**config.mk**
```make
export PLATFORM = sky130hd
export DESIGN_NAME = switch_read_ctrl
export DESIGN_NICKNAME = d
export VERILOG_FILES = /design/src/rtl/switch_read_ctrl.sv
export SDC_FILE = /design/constraint.sdc
export NUM_CORES = 1
export LEC_CHECK = 0
export ABC_CLOCK_PERIOD_IN_PS = 2800
export CAP_MARGIN = 10
export CELL_PAD_IN_SITES_DETAIL_PLACEMENT = 0
export CELL_PAD_IN_SITES_GLOBAL_PLACEMENT = 1
export CORE_MARGIN = 2
export CORE_UTILIZATION = 31
export CTS_CLUSTER_SIZE = 16
export DETAILED_ROUTE_END_ITERATION = 10
export GPL_ROUTABILITY_DRIVEN = 1
export PLACE_DENSITY = 0.84
export SYNTH_ARGS = -nofsm -noshare
export SYNTH_HDL_FRONTEND = slang
export SYNTH_SLANG_ARGS = --single-unit
```
**constraint.sdc**
```tcl
create_clock -name clk -period 2.8 [get_ports clk]
set_input_delay 0.42 -clock clk [delete_from_list [all_inputs] [get_ports clk]]
set_output_delay 0.42 -clock clk [all_outputs]
set_load 0.05 [all_outputs]
```
**src/rtl/switch_read_ctrl.sv**
```systemverilog
// Memory-mapped switch read port: decodes CPU loads to the switch region, waits for a
// debounced confirm press, then returns the formatted switch word with a one-cycle valid.
module switch_read_ctrl #(
    parameter int DEBOUNCE_CYCLES = 4
) (
    input  logic        clk,
    input  logic        rst,
    input  logic        io_read,
    input  logic [31:0] address,
    input  logic [15:0] switch_input,
    input  logic        confirm_btn,
    output logic [15:0] data_out,
    output logic        data_valid,
    output logic        stall,
    output logic        wait_led
);

    localparam int DATA_W = 16;
    localparam int CNT_W  = (DEBOUNCE_CYCLES < 2) ? 1 : $clog2(DEBOUNCE_CYCLES);
    localparam logic [CNT_W-1:0] CNT_LAST = CNT_W'(DEBOUNCE_CYCLES - 1);

    typedef enum logic [1:0] {
        IDLE,
        WAIT_REL,
        WAIT_PRESS,
        DONE
    } state_t;

    state_t              state;
    state_t              state_d;
    logic                sync_p0;
    logic                sync_p1;
    logic                deb;
    logic [CNT_W-1:0]    deb_cnt;
    logic [3:0]          addr_sel;
    logic                in_region;
    logic                mapped;
    logic                load_sel;
    logic                cap_en;
    logic [DATA_W-1:0]   cap_val;

    // Select the switch field according to the low address nibble of the load.
    function automatic logic [DATA_W-1:0] format_sw(input logic [3:0] sel,
                                                    input logic [DATA_W-1:0] sw);
        logic signed [7:0] hi_s;
        hi_s = $signed(sw[15:8]);
        case (sel)
            4'h1:    format_sw = sw;
            4'h3:    format_sw = DATA_W'(hi_s);
            4'h5:    format_sw = {8'b0, sw[15:8]};
            4'h7:    format_sw = {13'b0, sw[2:0]};
            default: format_sw = {8'b0, sw[7:0]};
        endcase
    endfunction

    assign in_region = (address[31:4] == 28'hfff_ffff);
    assign mapped    = in_region &&
                       ((address[3:0] == 4'h1) || (address[3:0] == 4'h3) ||
                        (address[3:0] == 4'h5) || (address[3:0] == 4'h7) ||
                        (address[3:0] >= 4'h9));

    // Stage p0/p1: two-flop synchronizer for the asynchronous push-button.
    always_ff @(posedge clk) begin
        if (!rst) begin
            sync_p0 <= 1'b0;
            sync_p1 <= 1'b0;
        end else begin
            sync_p0 <= confirm_btn;
            sync_p1 <= sync_p0;
        end
    end

    // Debounce runs free of the FSM so the button level is always current.
    always_ff @(posedge clk) begin
        if (!rst) begin
            deb     <= 1'b0;
            deb_cnt <= '0;
        end else if (sync_p1 != deb) begin
            if (deb_cnt == CNT_LAST) begin
                deb     <= sync_p1;
                deb_cnt <= '0;
            end else begin
                deb_cnt <= deb_cnt + 1'b1;
            end
        end else begin
            deb_cnt <= '0;
        end
    end

    always_ff @(posedge clk) begin
        if (load_sel) begin
            addr_sel <= address[3:0];
        end
    end

    always_ff @(posedge clk) begin
        if (!rst) begin
            state      <= IDLE;
            data_out   <= '0;
            data_valid <= 1'b0;
        end else begin
            state      <= state_d;
            data_valid <= (state_d == DONE);
            if (cap_en) begin
                data_out <= cap_val;
            end
        end
    end

    // WAIT_REL insists on a released button so a press left over from a previous read is not reused.
    always_comb begin
        state_d  = state;
        stall    = 1'b0;
        wait_led = 1'b0;
        load_sel = 1'b0;
        cap_en   = 1'b0;
        cap_val  = '0;
        case (state)
            IDLE: begin
                if (io_read && in_region) begin
                    stall = 1'b1;
                    if (mapped) begin
                        load_sel = 1'b1;
                        state_d  = WAIT_REL;
                    end else begin
                        cap_en  = 1'b1;
                        state_d = DONE;
                    end
                end
            end
            WAIT_REL: begin
                stall    = 1'b1;
                wait_led = 1'b1;
                if (!deb) begin
                    state_d = WAIT_PRESS;
                end
            end
            WAIT_PRESS: begin
                stall    = 1'b1;
                wait_led = 1'b1;
                if (deb) begin
                    cap_en  = 1'b1;
                    cap_val = format_sw(addr_sel, switch_input);
                    state_d = DONE;
                end
            end
            DONE: begin
                state_d = IDLE;
            end
            default: begin
                state_d = IDLE;
            end
        endcase
    end

endmodule
```
==> results_dict.tcl, run 1 <==
set metrics [dict create \
    outcome "completed" \
    clock_latency_ns 0.27 \
    drc 0 \
    p_leak_nw 0.8393 \
    ff2ff_setup_slack_ns 0.71 \
    synth_top_family_by_area "compound AO/OA/AOI/OAI gates" \
    switchingPower_mw 0.1821 \
    dp_hpwl_um 2789 \
    max-cap-violations 0 \
    core_mm2 0.004354 \
    synth_fa_ha_area_share_pct 4.492 \
    placedInstanceArea_mm2 0.002180 \
    crit_chain "inv_1, ha_1, nand4_2, nor4_4, a21oi_1, nor2_1, buf_12" \
    syn_nets 195 \
    synth.ff_latch_count 28 \
    rsz0062_at_grt "false" \
    hold_end "sync_p1" \
    routabilityCongestion 0.7580 \
    setup_slack_ns 0.4150 \
    antenna_left 0 \
    antenna_cells 0 \
    final_nets 271 \
    whs_path_depth 1 \
    hold_path.class "reg2reg" \
    syn_area_per_cell_um2 10.09 \
    p_total_mw 0.7893 \
    clock_skew_ns 0.002828 \
    antenna_found_initial 0 \
    pin_count 71 \
    max_freq_ghz 0.4193 \
    crit_buf_inv 2 \
    netlist_area_mm2 0.001393 \
    grt.overflow.total 0 \
    ys_warn_count 0 \
    worstMarginPinSlew_ns 0.6015 \
    cts-root-buf "clkbuf_8" \
    drive_gt1_share_pct 9.390 \
    max_slew_margin_pct 59.36 \
    grt_max_degree 17 \
    synth.distinct_cells 36 \
    wl_per_cell_um 13.27 \
    wl_um 3517 \
    initial_core_util_pct 31.98 \
    combPwrFrac_pct 19.6 \
    critPathKind "reg2out" \
    swShare_pct 23.07 \
    reg2reg_from "state[0]" \
    cp_slowest_stage_delay_ns 0.36 \
    drt_iter0_drc 69 \
    cts_setup_buffers 0 \
    cts_sinks 28 \
    dp_cells 261 \
    endpoint_kind "output port" \
    fin_setup_tns_ns 0 \
    dieArea_mm2 0.005045 \
    fin_area_mm2 0.002225 \
    pwr-share-clk_pct 28.2 \
    rr_endpoint "addr_sel[0]" \
    r2r_cells 7 \
    htree_levels 1 \
    setup_violations 0 \
    power_density_mw_per_mm2 354.8 \
    crit_path_top_delay_cell "dfxtp_1" \
    cts_hold_buf 0 \
    arrival_ns 1.96 \
    hold_path_startpoint "sync_p0" \
    clk_path_buf_depth 2 \
    vias 1298 \
    yosys.area_share.simple_pct 18.51 \
    via_per_inst 4.898 \
    pre_cts_ws_ns 0.5410 \
    synth-seq-area-share_pct 43.13 \
    fin_crit_ns 2.385 \
    maxSlewViolCount 0 \
    crit_family "simple AND/OR/NAND/NOR gates" \
    hold_violations 0 \
    p_int_mw 0.6072 \
    cp.depth 7 \
    min_period_over_period_pct 85.18 \
    cts_tree "done" \
    synth_mux_area_share_pct 2.875 \
    die_h_um 71.03 \
    numCtsBuffers 3 \
    cp_max_fo 5 \
    dr.pass1.iters 4 \
    syn2layout_area_growth_pct 59.75 \
    rows 24 \
    cts_resized 0 \
    syn-instance-count 138 \
    start_kind "flip-flop" \
    worstPathRequired_ns 2.38 \
    synth_xor_area_share_pct 1.258 \
    cts.clk_slew.worst_paths_ns 0.09 \
    fin_cells 265 \
    io_buffers 70 \
    seqPwrFrac_pct 52.2 \
    synth-compound-area-share_pct 25.70 \
    grt_pass1_vias 1263 \
    grt_first_pass_wirelength_um 5747 \
    die_width_um 71.03 \
    grtUsageTotal_pct 14.14 \
    vdd_drop_max_mv 0.2223 \
]
-- synth_stat cells (all sizes together) --
| cell type | number | area [um^2] |
|---|---|---|
| dfxtp | 24 | 480.5 |
| o21ai | 14 | 70.07 |
| a22o | 12 | 112.6 |
| inv | 10 | 37.54 |
| nand4 | 8 | 56.30 |
| nor2b | 7 | 43.79 |
| nand2 | 6 | 22.52 |
| a31oi | 5 | 46.29 |
| ha | 5 | 62.56 |
| nor2 | 5 | 18.77 |
| a22oi | 4 | 30.03 |
| edfxtp | 4 | 120.1 |
| mux2i | 4 | 40.04 |
| o2bb2ai | 4 | 35.03 |
| a21boi | 2 | 15.01 |
| and2 | 2 | 12.51 |
| clkbuf | 2 | 7.510 |
| nand3 | 2 | 10.01 |
| nor3 | 2 | 10.01 |
| nor4 | 2 | 42.54 |
| nor4bb | 2 | 20.02 |
| a211oi | 1 | 7.510 |
| a21o | 1 | 8.760 |
| a21oi | 1 | 5.000 |
| a221o | 1 | 11.26 |
| a32oi | 1 | 8.760 |
| and3 | 1 | 6.260 |
| buf | 1 | 11.26 |
| nand2b | 1 | 6.260 |
| nor4b | 1 | 8.760 |
| o21a | 1 | 7.510 |
| xnor2 | 1 | 8.760 |
| xor2 | 1 | 8.760 |
-- worst reg2reg max path: stages, from the launching register on --
cell and delay, ns:
dfxtp_1 0.36, inv_1 0.09, ha_1 0.27, nand4_2 0.15
nor4_4 0.34, buf_4 0.20, nand2_1 0.07, nor2_1 0.28
-- layer usage --
layer	vias to the layer above	GRT usage (%)	wire length, um	part of all wire, %
met4	0	3.145	18	0.51
met2	35	24.40	1764	50
met5	-	0	0	0
met3	2	3.704	156	4.4
li1	673	-	-	-
met1	588	17.73	1577	45
-- stage by stage --
step | hold WS [ns] | util, %
3_3_place_gp | 0.4157 | 50.06
5_1_grt | 0.4559 | 51.09
6_report | 0.4424 | 51.09
2_1_floorplan | 0.4059 | -
3_5_place_dp | 0.4223 | 50.06
4_1_cts | 0.4420 | 51.09
-- cells by family (layout without fill, tap and decap cells) --
logic type	count (synthesis)	in the layout
buffers and inverters	13	88
XOR/XNOR	2	2
AND/OR/NAND/NOR	39	39
adder cells (fa/ha/maj)	5	5
multiplexers	4	4
flip-flops	28	28
AO/OA/AOI/OAI	47	47
-- placed cells by master (no fill, tap or decap), types with 2 or more instances in the layout --
cell             count
o2bb2ai_1            4
clkbuf_8             3
a22oi_1              4
dfxtp_1             24
a22o_1               6
nor2b_1              7
ha_1                 5
inv_1               10
nand2_1              6
a31oi_1              4
buf_4                4
nor4_4               2
o21ai_0             14
edfxtp_1             4
a22o_2               6
nor2_1               5
nand3_1              2
nand4_1              7
nor4bb_1             2
clkdlybuf4s50_1     69
a21boi_0             2
mux2i_1              4
nor3_1               2
and2_1               2
-- state kept, by name, indices dropped and copies added (netlist names) --
name	flops
sync_p0	1
deb_cnt	2
state	2
data_valid	1
addr_sel	4
sync_p1	1
data_out	16
deb	1
-- worst max path at each step --
stage	startpoint	to	slack (ns)
global route	state[0]	stall	0.26
detailed placement	address[28]	stall	0.54
CTS	state[0]	stall	0.40
floorplan	state[0]	stall	0.42
global placement	address[28]	stall	0.58
finish	state[0]	stall	0.42
-- power groups by stage --
stage                     Combinational, mW  Sequential [mW]  Clock (mW)
after detailed placement              0.155            0.422           0
after floorplan                      0.0584            0.421           0
after global routing                  0.168            0.413       0.243
after global placement                0.154            0.422           0
final                                 0.155            0.412       0.222
after CTS                             0.156            0.412       0.231
-- layout make-up --
| cell class | instances | area, um^2 |
|---|---|---|
| clock buffers | 4 | 45.04 |
| inverters | 10 | 37.54 |
| repair buffers | 74 | 740.7 |
| well taps | 52 | 65.06 |
| flip-flops and latches | 28 | 600.6 |
| multi-input cells | 97 | 735.7 |
| fillers | 398 | 2130 |
Power figures use the tool's default switching activity.
==> run 2: changes to the inputs <==
--- a/config.mk
+++ b/config.mk
@@ -5,16 +5,17 @@
 export SDC_FILE = /design/constraint.sdc
 export NUM_CORES = 1
 export LEC_CHECK = 0
-export ABC_CLOCK_PERIOD_IN_PS = 2800
 export CAP_MARGIN = 10
 export CELL_PAD_IN_SITES_DETAIL_PLACEMENT = 0
 export CELL_PAD_IN_SITES_GLOBAL_PLACEMENT = 1
+export CORE_ASPECT_RATIO = 0.75
 export CORE_MARGIN = 2
 export CORE_UTILIZATION = 31
 export CTS_CLUSTER_SIZE = 16
 export DETAILED_ROUTE_END_ITERATION = 10
 export GPL_ROUTABILITY_DRIVEN = 1
 export PLACE_DENSITY = 0.84
+export RECOVER_POWER = 25
 export SYNTH_ARGS = -nofsm -noshare
 export SYNTH_HDL_FRONTEND = slang
 export SYNTH_SLANG_ARGS = --single-unit
==> run 2 against run 1 <==
Non-clock buffer count stayed put. Clock skew grew 0.0079 ns. Clock power is 28% higher. Largest cell class unchanged. Critical endpoint unchanged. Worst hold slack is essentially flat.
==> results_dict.tcl, run 2 (synthesis gave the netlist of run 1 again) <==
set metrics [dict create \
    outcome "completed" \
    antenna_found_initial 0 \
    placedInstanceArea_mm2 0.002186 \
    vias 1305 \
    pin_count 71 \
    layout_common_cells "62 x clkdlybuf4s50_1, 24 x dfxtp_1, 14 x o21ai_0" \
    hold_violations 0 \
    min_period_over_period_pct 87.09 \
    drt_iter0_drc 59 \
    dr.pass1.iters 4 \
    cts-root-buf "clkbuf_8" \
    drc 0 \
    max_slew_margin_pct 57.20 \
    fin_crit_ns 2.438 \
    grt_first_pass_wirelength_um 5285 \
    max_freq_ghz 0.4101 \
    routabilityCongestion 0.7339 \
    htree_levels 1 \
    rsz0062_at_grt "false" \
    largest_register "data_out" \
    core_mm2 0.004388 \
    p_total_mw 0.8500 \
    grt_pass1_vias 1098 \
    pre_cts_ws_ns 0.4599 \
    swShare_pct 22.40 \
    worstPathRequired_ns 2.38 \
    cts_hold_buf 0 \
    grt_max_degree 17 \
    clk_path_buf_depth 2 \
    dp_cells 266 \
    dieArea_mm2 0.005050 \
    antenna_cells 0 \
    seqPwrFrac_pct 48.5 \
    setup_violations 0 \
    dp_hpwl_um 2836 \
    maxSlewViolCount 0 \
    final_nets 271 \
    antenna_left 0 \
    cts_resized 0 \
    switchingPower_mw 0.1904 \
    grt.overflow.total 0 \
    fin_cells 270 \
    start_kind "flip-flop" \
    vdd_drop_max_mv 0.2053 \
    cts.clk_slew.worst_paths_ns 0.09 \
    setup_slack_ns 0.3616 \
    syn2layout_area_growth_pct 61.73 \
    die_h_um 62.05 \
    power_density_mw_per_mm2 377.4 \
    critPathKind "reg2out" \
    clock_latency_ns 0.28 \
    cts_setup_buffers 0 \
    timing.hold.ws_ns 0.4427 \
    reg_top3 "data_out (16), addr_sel (4)" \
    worstMarginPinSlew_ns 0.6334 \
    largest_reg_flops 16 \
    p_leak_nw 0.8582 \
    drive_gt1_share_pct 9.859 \
    wl_per_cell_um 12.83 \
    io_buffers 70 \
    finish.utilization_pct 51.33 \
    final_common_cell "clkdlybuf4s50_1" \
    combPwrFrac_pct 18.1 \
    rows 21 \
    pwr-share-clk_pct 33.4 \
    max-cap-violations 0 \
    via_per_inst 4.833 \
    cp_max_fo 5 \
    cts_tree "done" \
    initial_core_util_pct 31.74 \
    cts_sinks 28 \
    fin_area_mm2 0.002252 \
    arrival_ns 2.02 \
    clock_skew_ns 0.01070 \
    hold_path.class "reg2reg" \
    die_width_um 81.39 \
    grtUsageTotal_pct 13.67 \
    p_int_mw 0.6597 \
    numCtsBuffers 3 \
    fin_setup_tns_ns 0 \
    wl_um 3465 \
    endpoint_kind "output port" \
]
## run 2: final timing paths
path	start	to	slack, ns	depth (start not counted)
worst min register to register	sync_p0	sync_p1	0.44	1
worst max-delay path	state[0]	stall	0.36	7
worst min-delay path	sync_p0	sync_p1	0.44	1
worst max register to register	state[0]	addr_sel[3]	0.69	7
## run 2: cell type report
| cell class | instances | area (um^2) |
|---|---|---|
| clock buffers | 4 | 66.31 |
| repair buffers | 74 | 740.7 |
| inverters | 10 | 37.54 |
| flip-flops and latches | 28 | 600.6 |
| fillers | 391 | 2136 |
| multi-input cells | 97 | 735.7 |
| well taps | 57 | 71.32 |
## run 2: worst max-delay path: stages, from the launching register on
cell and delay [ns]:
dfxtp_1 0.36, inv_1 0.09, ha_1 0.27, nand4_2 0.16, nor4_4 0.40, a21oi_1 0.11
nor2_1 0.18, buf_12 0.16
## run 2: per-layer routing
metal | track usage [%] | wire (um)
met3 | 4.046 | 200
met1 | 20.28 | 1824
met4 | 1.453 | 0
met5 | 0 | 0
met2 | 20.26 | 1439
## run 2: power groups by stage
stage	combinational (mW)	clock [mW]	sequential [mW]
2_1_floorplan	0.0584	0	0.421
3_3_place_gp	0.155	0	0.422
3_5_place_dp	0.155	0	0.422
4_1_cts	0.156	0.291	0.413
5_1_grt	0.167	0.311	0.413
6_report	0.154	0.284	0.412
